===== config.mk =====
export PLATFORM = sky130hd
export DESIGN_NAME = spi_burst_bridge
export DESIGN_NICKNAME = d
export VERILOG_FILES = /design/src/rtl/spi_burst_bridge.sv
export SDC_FILE = /design/constraint.sdc
export NUM_CORES = 1
export LEC_CHECK = 0
export ABC_AREA = 1
export CORE_MARGIN = 8
export CORE_UTILIZATION = 41
export DETAILED_ROUTE_END_ITERATION = 10
export MAX_ROUTING_LAYER = met4
export PLACE_DENSITY_LB_ADDON = 0.05
export SLEW_MARGIN = 10
export SYNTH_ARGS = -nofsm -noshare
export SYNTH_HDL_FRONTEND = slang
export SYNTH_SLANG_ARGS = --single-unit

===== constraint.sdc =====
create_clock -name clk -period 1.4 [get_ports clk]
set_input_delay 0.14 -clock clk [delete_from_list [all_inputs] [get_ports clk]]
set_output_delay 0.14 -clock clk [all_outputs]
set_load 0.02 [all_outputs]

===== src/rtl/spi_burst_bridge.sv =====
`default_nettype none
// +----------------------------------------------------------------------------+
// | Module      : spi_burst_bridge                                             |
// | Description : SPI mode-0 slave to register-file bridge. SCLK/CS_N/MOSI are  |
// |               synchronised into clk; frames are a CMD word {WR,INC,ADDR}   |
// |               followed by any number of DATA words, with optional address  |
// |               auto-increment. Single-cycle rd_en/wr_en strobes.            |
// | Revision    : 1.0 - initial release                                        |
// +----------------------------------------------------------------------------+
module spi_burst_bridge #(
  parameter int ADDR_W      = 6,
  parameter int DATA_W      = 8,
  parameter int SYNC_STAGES = 2
) (
  input  logic              clk,
  input  logic              rst,
  input  logic              sclk,
  input  logic              cs_n,
  input  logic              mosi_in,
  output logic              miso_out,
  output logic              miso_oe,
  output logic              rd_en,
  output logic [ADDR_W-1:0] rd_addr,
  input  logic [DATA_W-1:0] rd_data,
  output logic              wr_en,
  output logic [ADDR_W-1:0] wr_addr,
  output logic [DATA_W-1:0] wr_data,
  output logic              busy,
  output logic              frame_err
);

  localparam int CMD_W  = ADDR_W + 2;
  localparam int SH_W   = (CMD_W > DATA_W) ? CMD_W : DATA_W;
  localparam int CNT_W  = $clog2(SH_W + 1);
  localparam int OCNT_W = $clog2(DATA_W + 1);
  localparam int FILL_W = $clog2(SYNC_STAGES + 1);

  localparam logic [1:0] ST_IDLE = 2'd0;
  localparam logic [1:0] ST_CMD  = 2'd1;
  localparam logic [1:0] ST_DATA = 2'd2;

  // ---------------------------------------------------------------------------
  // Input synchronisers and edge detection
  // ---------------------------------------------------------------------------
  logic [SYNC_STAGES-1:0] sclk_sync_q, cs_sync_q, mosi_sync_q;
  logic                   sclk_d1_q, cs_d1_q;
  logic [FILL_W-1:0]      fill_q;
  logic                   armed_q;

  logic s_sclk, s_cs, s_mosi;
  logic sclk_rise, sclk_fall, cs_rise, cs_fall;

  assign s_sclk    = sclk_sync_q[SYNC_STAGES-1];
  assign s_cs      = cs_sync_q[SYNC_STAGES-1];
  assign s_mosi    = mosi_sync_q[SYNC_STAGES-1];
  assign sclk_rise = s_sclk & ~sclk_d1_q;
  assign sclk_fall = ~s_sclk & sclk_d1_q;
  assign cs_rise   = s_cs & ~cs_d1_q;
  assign cs_fall   = ~s_cs & cs_d1_q;

  // Synchroniser chains; armed_q only sets once the chain holds real samples
  // and CS is seen high, so a reset taken mid-frame cannot fake a CS fall.
  always_ff @(posedge clk) begin
    if (rst) begin
      sclk_sync_q <= '0;
      cs_sync_q   <= '1;
      mosi_sync_q <= '0;
      sclk_d1_q   <= 1'b0;
      cs_d1_q     <= 1'b1;
      fill_q      <= '0;
      armed_q     <= 1'b0;
    end else begin
      sclk_sync_q <= {sclk_sync_q[SYNC_STAGES-2:0], sclk};
      cs_sync_q   <= {cs_sync_q[SYNC_STAGES-2:0], cs_n};
      mosi_sync_q <= {mosi_sync_q[SYNC_STAGES-2:0], mosi_in};
      sclk_d1_q   <= s_sclk;
      cs_d1_q     <= s_cs;
      if (fill_q != FILL_W'(SYNC_STAGES)) begin
        fill_q <= fill_q + FILL_W'(1);
      end
      if ((fill_q == FILL_W'(SYNC_STAGES)) && s_cs) begin
        armed_q <= 1'b1;
      end
    end
  end

  // ---------------------------------------------------------------------------
  // Frame state
  // ---------------------------------------------------------------------------
  logic [1:0]        state_q,   state_d;
  logic [CNT_W-1:0]  bit_cnt_q, bit_cnt_d;
  logic [OCNT_W-1:0] out_cnt_q, out_cnt_d;
  logic [SH_W-1:0]   sh_in_q,   sh_in_d;
  logic [DATA_W-1:0] sh_out_q,  sh_out_d;
  logic [ADDR_W-1:0] addr_q,    addr_d;
  logic              wr_mode_q, wr_mode_d;
  logic              inc_q,     inc_d;
  logic              miso_q,    miso_d;
  logic              rd_en_q,   rd_en_d;
  logic [ADDR_W-1:0] rd_addr_q, rd_addr_d;
  logic              rd_load_q, rd_load_d;
  logic              wr_en_q,   wr_en_d;
  logic [ADDR_W-1:0] wr_addr_q, wr_addr_d;
  logic [DATA_W-1:0] wr_data_q, wr_data_d;
  logic              err_q,     err_d;

  logic [SH_W-1:0]   sh_next;
  logic [ADDR_W-1:0] addr_step;

  assign sh_next   = {sh_in_q[SH_W-2:0], s_mosi};
  assign addr_step = inc_q ? (addr_q + ADDR_W'(1)) : addr_q;

  // Next-state logic: CS rise dominates any same-cycle SCLK edge.
  always_comb begin
    state_d   = state_q;
    bit_cnt_d = bit_cnt_q;
    out_cnt_d = out_cnt_q;
    sh_in_d   = sh_in_q;
    sh_out_d  = sh_out_q;
    addr_d    = addr_q;
    wr_mode_d = wr_mode_q;
    inc_d     = inc_q;
    miso_d    = miso_q;
    rd_en_d   = 1'b0;
    rd_addr_d = rd_addr_q;
    rd_load_d = rd_en_q;
    wr_en_d   = 1'b0;
    wr_addr_d = wr_addr_q;
    wr_data_d = wr_data_q;
    err_d     = 1'b0;

    // Read data arrives one clock after the strobe.
    if (rd_load_q) begin
      sh_out_d = rd_data;
    end

    if (cs_rise) begin
      if ((state_q != ST_IDLE) && (bit_cnt_q != '0)) begin
        err_d = 1'b1;
      end
      state_d   = ST_IDLE;
      bit_cnt_d = '0;
      out_cnt_d = '0;
      miso_d    = 1'b0;
    end else if (cs_fall && armed_q && (state_q == ST_IDLE)) begin
      state_d   = ST_CMD;
      bit_cnt_d = '0;
      out_cnt_d = '0;
      sh_in_d   = '0;
      miso_d    = 1'b0;
    end else if (state_q != ST_IDLE) begin
      if (sclk_rise) begin
        sh_in_d = sh_next;
        if (state_q == ST_CMD) begin
          if (bit_cnt_q == CNT_W'(CMD_W - 1)) begin
            wr_mode_d = sh_next[CMD_W-1];
            inc_d     = sh_next[CMD_W-2];
            addr_d    = sh_next[ADDR_W-1:0];
            bit_cnt_d = '0;
            out_cnt_d = '0;
            state_d   = ST_DATA;
            if (!sh_next[CMD_W-1]) begin
              rd_en_d   = 1'b1;
              rd_addr_d = sh_next[ADDR_W-1:0];
            end
          end else begin
            bit_cnt_d = bit_cnt_q + CNT_W'(1);
          end
        end else begin
          if (bit_cnt_q == CNT_W'(DATA_W - 1)) begin
            bit_cnt_d = '0;
            if (wr_mode_q) begin
              wr_en_d   = 1'b1;
              wr_addr_d = addr_q;
              wr_data_d = sh_next[DATA_W-1:0];
              addr_d    = addr_step;
            end
          end else begin
            bit_cnt_d = bit_cnt_q + CNT_W'(1);
          end
        end
      end else if (sclk_fall && (state_q == ST_DATA) && !wr_mode_q) begin
        miso_d   = sh_out_q[DATA_W-1];
        sh_out_d = {sh_out_q[DATA_W-2:0], 1'b0};
        if (out_cnt_q == OCNT_W'(DATA_W - 1)) begin
          // Word fully shifted out: fetch the next one before the next fall.
          out_cnt_d = '0;
          addr_d    = addr_step;
          rd_en_d   = 1'b1;
          rd_addr_d = addr_step;
        end else begin
          out_cnt_d = out_cnt_q + OCNT_W'(1);
        end
      end
    end
  end

  // State registers; reset clears every output and counter.
  always_ff @(posedge clk) begin
    if (rst) begin
      state_q   <= ST_IDLE;
      bit_cnt_q <= '0;
      out_cnt_q <= '0;
      sh_in_q   <= '0;
      sh_out_q  <= '0;
      addr_q    <= '0;
      wr_mode_q <= 1'b0;
      inc_q     <= 1'b0;
      miso_q    <= 1'b0;
      rd_en_q   <= 1'b0;
      rd_addr_q <= '0;
      rd_load_q <= 1'b0;
      wr_en_q   <= 1'b0;
      wr_addr_q <= '0;
      wr_data_q <= '0;
      err_q     <= 1'b0;
    end else begin
      state_q   <= state_d;
      bit_cnt_q <= bit_cnt_d;
      out_cnt_q <= out_cnt_d;
      sh_in_q   <= sh_in_d;
      sh_out_q  <= sh_out_d;
      addr_q    <= addr_d;
      wr_mode_q <= wr_mode_d;
      inc_q     <= inc_d;
      miso_q    <= miso_d;
      rd_en_q   <= rd_en_d;
      rd_addr_q <= rd_addr_d;
      rd_load_q <= rd_load_d;
      wr_en_q   <= wr_en_d;
      wr_addr_q <= wr_addr_d;
      wr_data_q <= wr_data_d;
      err_q     <= err_d;
    end
  end

  assign miso_out  = miso_q;
  assign miso_oe   = ~s_cs;
  assign rd_en     = rd_en_q;
  assign rd_addr   = rd_addr_q;
  assign wr_en     = wr_en_q;
  assign wr_addr   = wr_addr_q;
  assign wr_data   = wr_data_q;
  assign busy      = (state_q != ST_IDLE);
  assign frame_err = err_q;

endmodule
`default_nettype wire


==> impl_metrics.yaml <==
die:
  core_um2: 7250
  initial_core_util_pct: 42.3
  rows: 31
  io_pins: 39
  die_x_um: 102
  die_area_um2: 10500
  fp.dieH_um: 102
synthesis:
  netlist_instances: 432
  ys_warn_count: 0
  synth_nets: 450
  ys_seq_area_share_pct: 45.1
  syn_avg_cell_area_um2: 7.10
  ys_ff_latch: 69
  syn-cell-area_um2: 3070
  yosys.cell_types.count: 27
critical_path:
  r2r-end: "rd_addr[1]$_SDFFE_PP0P_"
  startpoint_type: "register"
  worst-setup-path-type: "reg2reg"
  regToRegSetupSlack_ns: 0.01
  cp-end-kind: "register"
  crit_fanout: 10
  arrival_ns: 1.63
  worstReg2RegStart: "bit_cnt_q[1]$_SDFFE_PP0P_"
  cp_data_required_time_ns: 1.64
  r2r.worst_path.cells: 9
timing:
  tns_ns: 0
  slew_viol_final: 0
  slew_headroom_pct: 71.0
  fmax_ghz: 0.721
  rsz0062_at_grt: "yes"
  hold_viol: 0
  period_minus_slack_ns: 1.39
  tightest_slew_ns: 0.434
  finClkSkew_ns: 0.00889
  period_share_pct: 99.1
  finalSetupViolCount: 0
global_routing:
  grt_pass1_wl_um: 13200
  grt_max_degree: 25
  track_usage_pct: 16.3
  grt-ovfl-total: 0
  grt_pass1_vias: 2835
  antenna_found_initial: 0
final_layout:
  final_cell_mix: "nand2_1 (96), dfxtp_1 (59), a21oi_1 (46)"
  layout-drive-gt1-share_pct: 29.4
  syn_to_final_growth_pct: 46.1
  insertedDiodeCount: 0
  final_area_um2: 4480
  stdcell_count: 627
  fin_nets: 541
  final_common_cell: "nand2_1"
placed_design:
  dp_hpwl_um: 5660
  place_area_um2: 3810
  portBuffers: 38
  gp_congestion: 0.978
  dp.cells: 595
hold_path:
  whs_path_depth: 3
  hold_end: "mosi_sync_q[0]$_SDFF_PP0_"
  hold_start: "mosi_in"
  hold_path.class: "in2reg"
drt:
  routed.top_layer: "met4"
  vias: 3041
  dr_wl_met3_um: 382
  m1WireLength_um: 4120
  drc: 0
  dr.pass1.iters: 5
  via_per_inst: 4.85
  drtIter0Drc: 118
  dr_wl_met2_um: 3900
  drtAntennaViolNets: 0
  routed_wl_um: 8490
  routedWlPerCell_um: 13.5
cts:
  numClockSinks: 69
  cts_made_buffers: 9
  clockBufferDepth: 2
  cts_root_buffer: "clkbuf_8"
  cts_tree: "yes"
  clk_latency_ns: 0.34
  clk_pin_slew_ns: 0.08
  hold_buffers: 0
  cts.htree.levels: 3
pwr:
  p_leak_nw: 1.97
  p_total_mw: 4.12
  vdd_ir_drop_max_mv: 0.468
  pwr_density_cell_nw_per_um2: 921
run_status:
  status: "finished, final reports clean"
job:
  cap_violations: 0
worst max-delay path, stage by stage (launching register included):
cell     delay (ns)
dfxtp_2        0.36
ha_4           0.15
nand2_4        0.06
nor2_4         0.15
nand2_2        0.10
nand2_4        0.13
buf_12         0.13
nand3_1        0.08
nand2_1        0.08
nor2_1         0.04
kinds of logic (layout without fill, tap and decap cells):
group                    after synthesis  count (layout)  synth area share, %
AND/OR/NAND/NOR                      215             217                 30.6
adder cells (fa/ha/maj)                5               5                 2.04
buffers and inverters                 59             153                 8.04
flip-flops                            69              69                 45.1
XOR/XNOR                               2               2                0.572
AO/OA/AOI/OAI                         82              82                 13.7
power by group:
group / internal, mW / switching (mW) / leakage [nW]
registers: 2.00 / 0.0199 / 0.562
logic: 0.124 / 0.156 / 1.30
clock network: 1.05 / 0.776 / 0.112
total: 3.17 / 0.953 / 1.97
registers in the layout, summed over array words and instances (netlist names), 4 cells and up:
register,cells
sh_in_q,7
sh_out_q,8
rd_addr,6
wr_addr,6
bit_cnt_q,4
wr_data,8
addr_q,6
out_cnt_q,4
metrics by stage:
step | utilization, % | setup slack [ns] | hold slack, ns
4_1_cts | 56.9 | -0.00109 | 0.289
3_3_place_gp | 52.6 | -0.134 | 0.391
6_report | 61.8 | 0.0131 | 0.302
2_1_floorplan | - | 0.0207 | 0.244
3_5_place_dp | 52.6 | -0.130 | 0.397
5_1_grt | 61.8 | -0.0757 | 0.314
synth_stat cells:
cell type,instances,share of area [%]
a21oi_1,52,8.5
ha_1,5,2.0
a2111oi_0,1,0.29
nand4_1,1,0.20
nand2_2,7,1.4
buf_6,1,0.37
buf_4,4,0.98
xor2_1,2,0.57
or2_2,4,0.82
dfxtp_1,69,45
nor4_1,1,0.20
nor2_1,43,5.3
a211oi_1,1,0.24
nand2_1,111,14
nor3_1,1,0.16
nand3b_1,3,0.73
inv_2,4,0.49
nor2_4,3,1.1
clkbuf_1,7,0.86
o21ai_0,26,4.2
buf_2,2,0.33
o21ai_1,1,0.16
nor2_2,6,1.2
nor3_2,1,0.33
inv_1,41,5.0
o211ai_1,1,0.24
nand3_1,34,5.6
what timing repair did:
action	CTS	global route
endpoints found under the hold margin	0	0
pin swaps	3	21
buffers inserted	4	9
setup endpoints to repair	74	54
cloned	0	3
gates resized for setup	52	76
worst max path at each step:
stage | from | to | slack (ns) | cells after the start
floorplan | bit_cnt_q[1]$_SDFFE_PP0P_ | wr_addr[2]$_SDFFE_PP0P_ | 0.02 | 9
global placement | bit_cnt_q[0]$_SDFFE_PP0P_ | rd_addr[2]$_SDFFE_PP0P_ | -0.13 | 9
detailed placement | bit_cnt_q[0]$_SDFFE_PP0P_ | rd_addr[2]$_SDFFE_PP0P_ | -0.13 | 9
CTS | bit_cnt_q[1]$_SDFFE_PP0P_ | rd_addr[2]$_SDFFE_PP0P_ | -0.001 | 9
global route | bit_cnt_q[1]$_SDFFE_PP0P_ | rd_addr[1]$_SDFFE_PP0P_ | -0.08 | 9
finish | bit_cnt_q[1]$_SDFFE_PP0P_ | rd_addr[1]$_SDFFE_PP0P_ | 0.01 | 9
final cells by class:
type,instances,area [um2]
well taps,99,124
inverters,45,181
fillers,696,2770
flip-flops and latches,69,1400
multi-input cells,306,1740
repair buffers,92,810
clock buffers,10,138
clock inverters,6,86.3
layer usage:
layer | track usage (%) | vias up
li1 | - | 1573
met2 | 25.4 | 61
met3 | 2.66 | 7
met1 | 20.5 | 1400
met5 | - | -
met4 | 6.77 | 0
No activity file was read; power rests on OpenSTA's default activity.
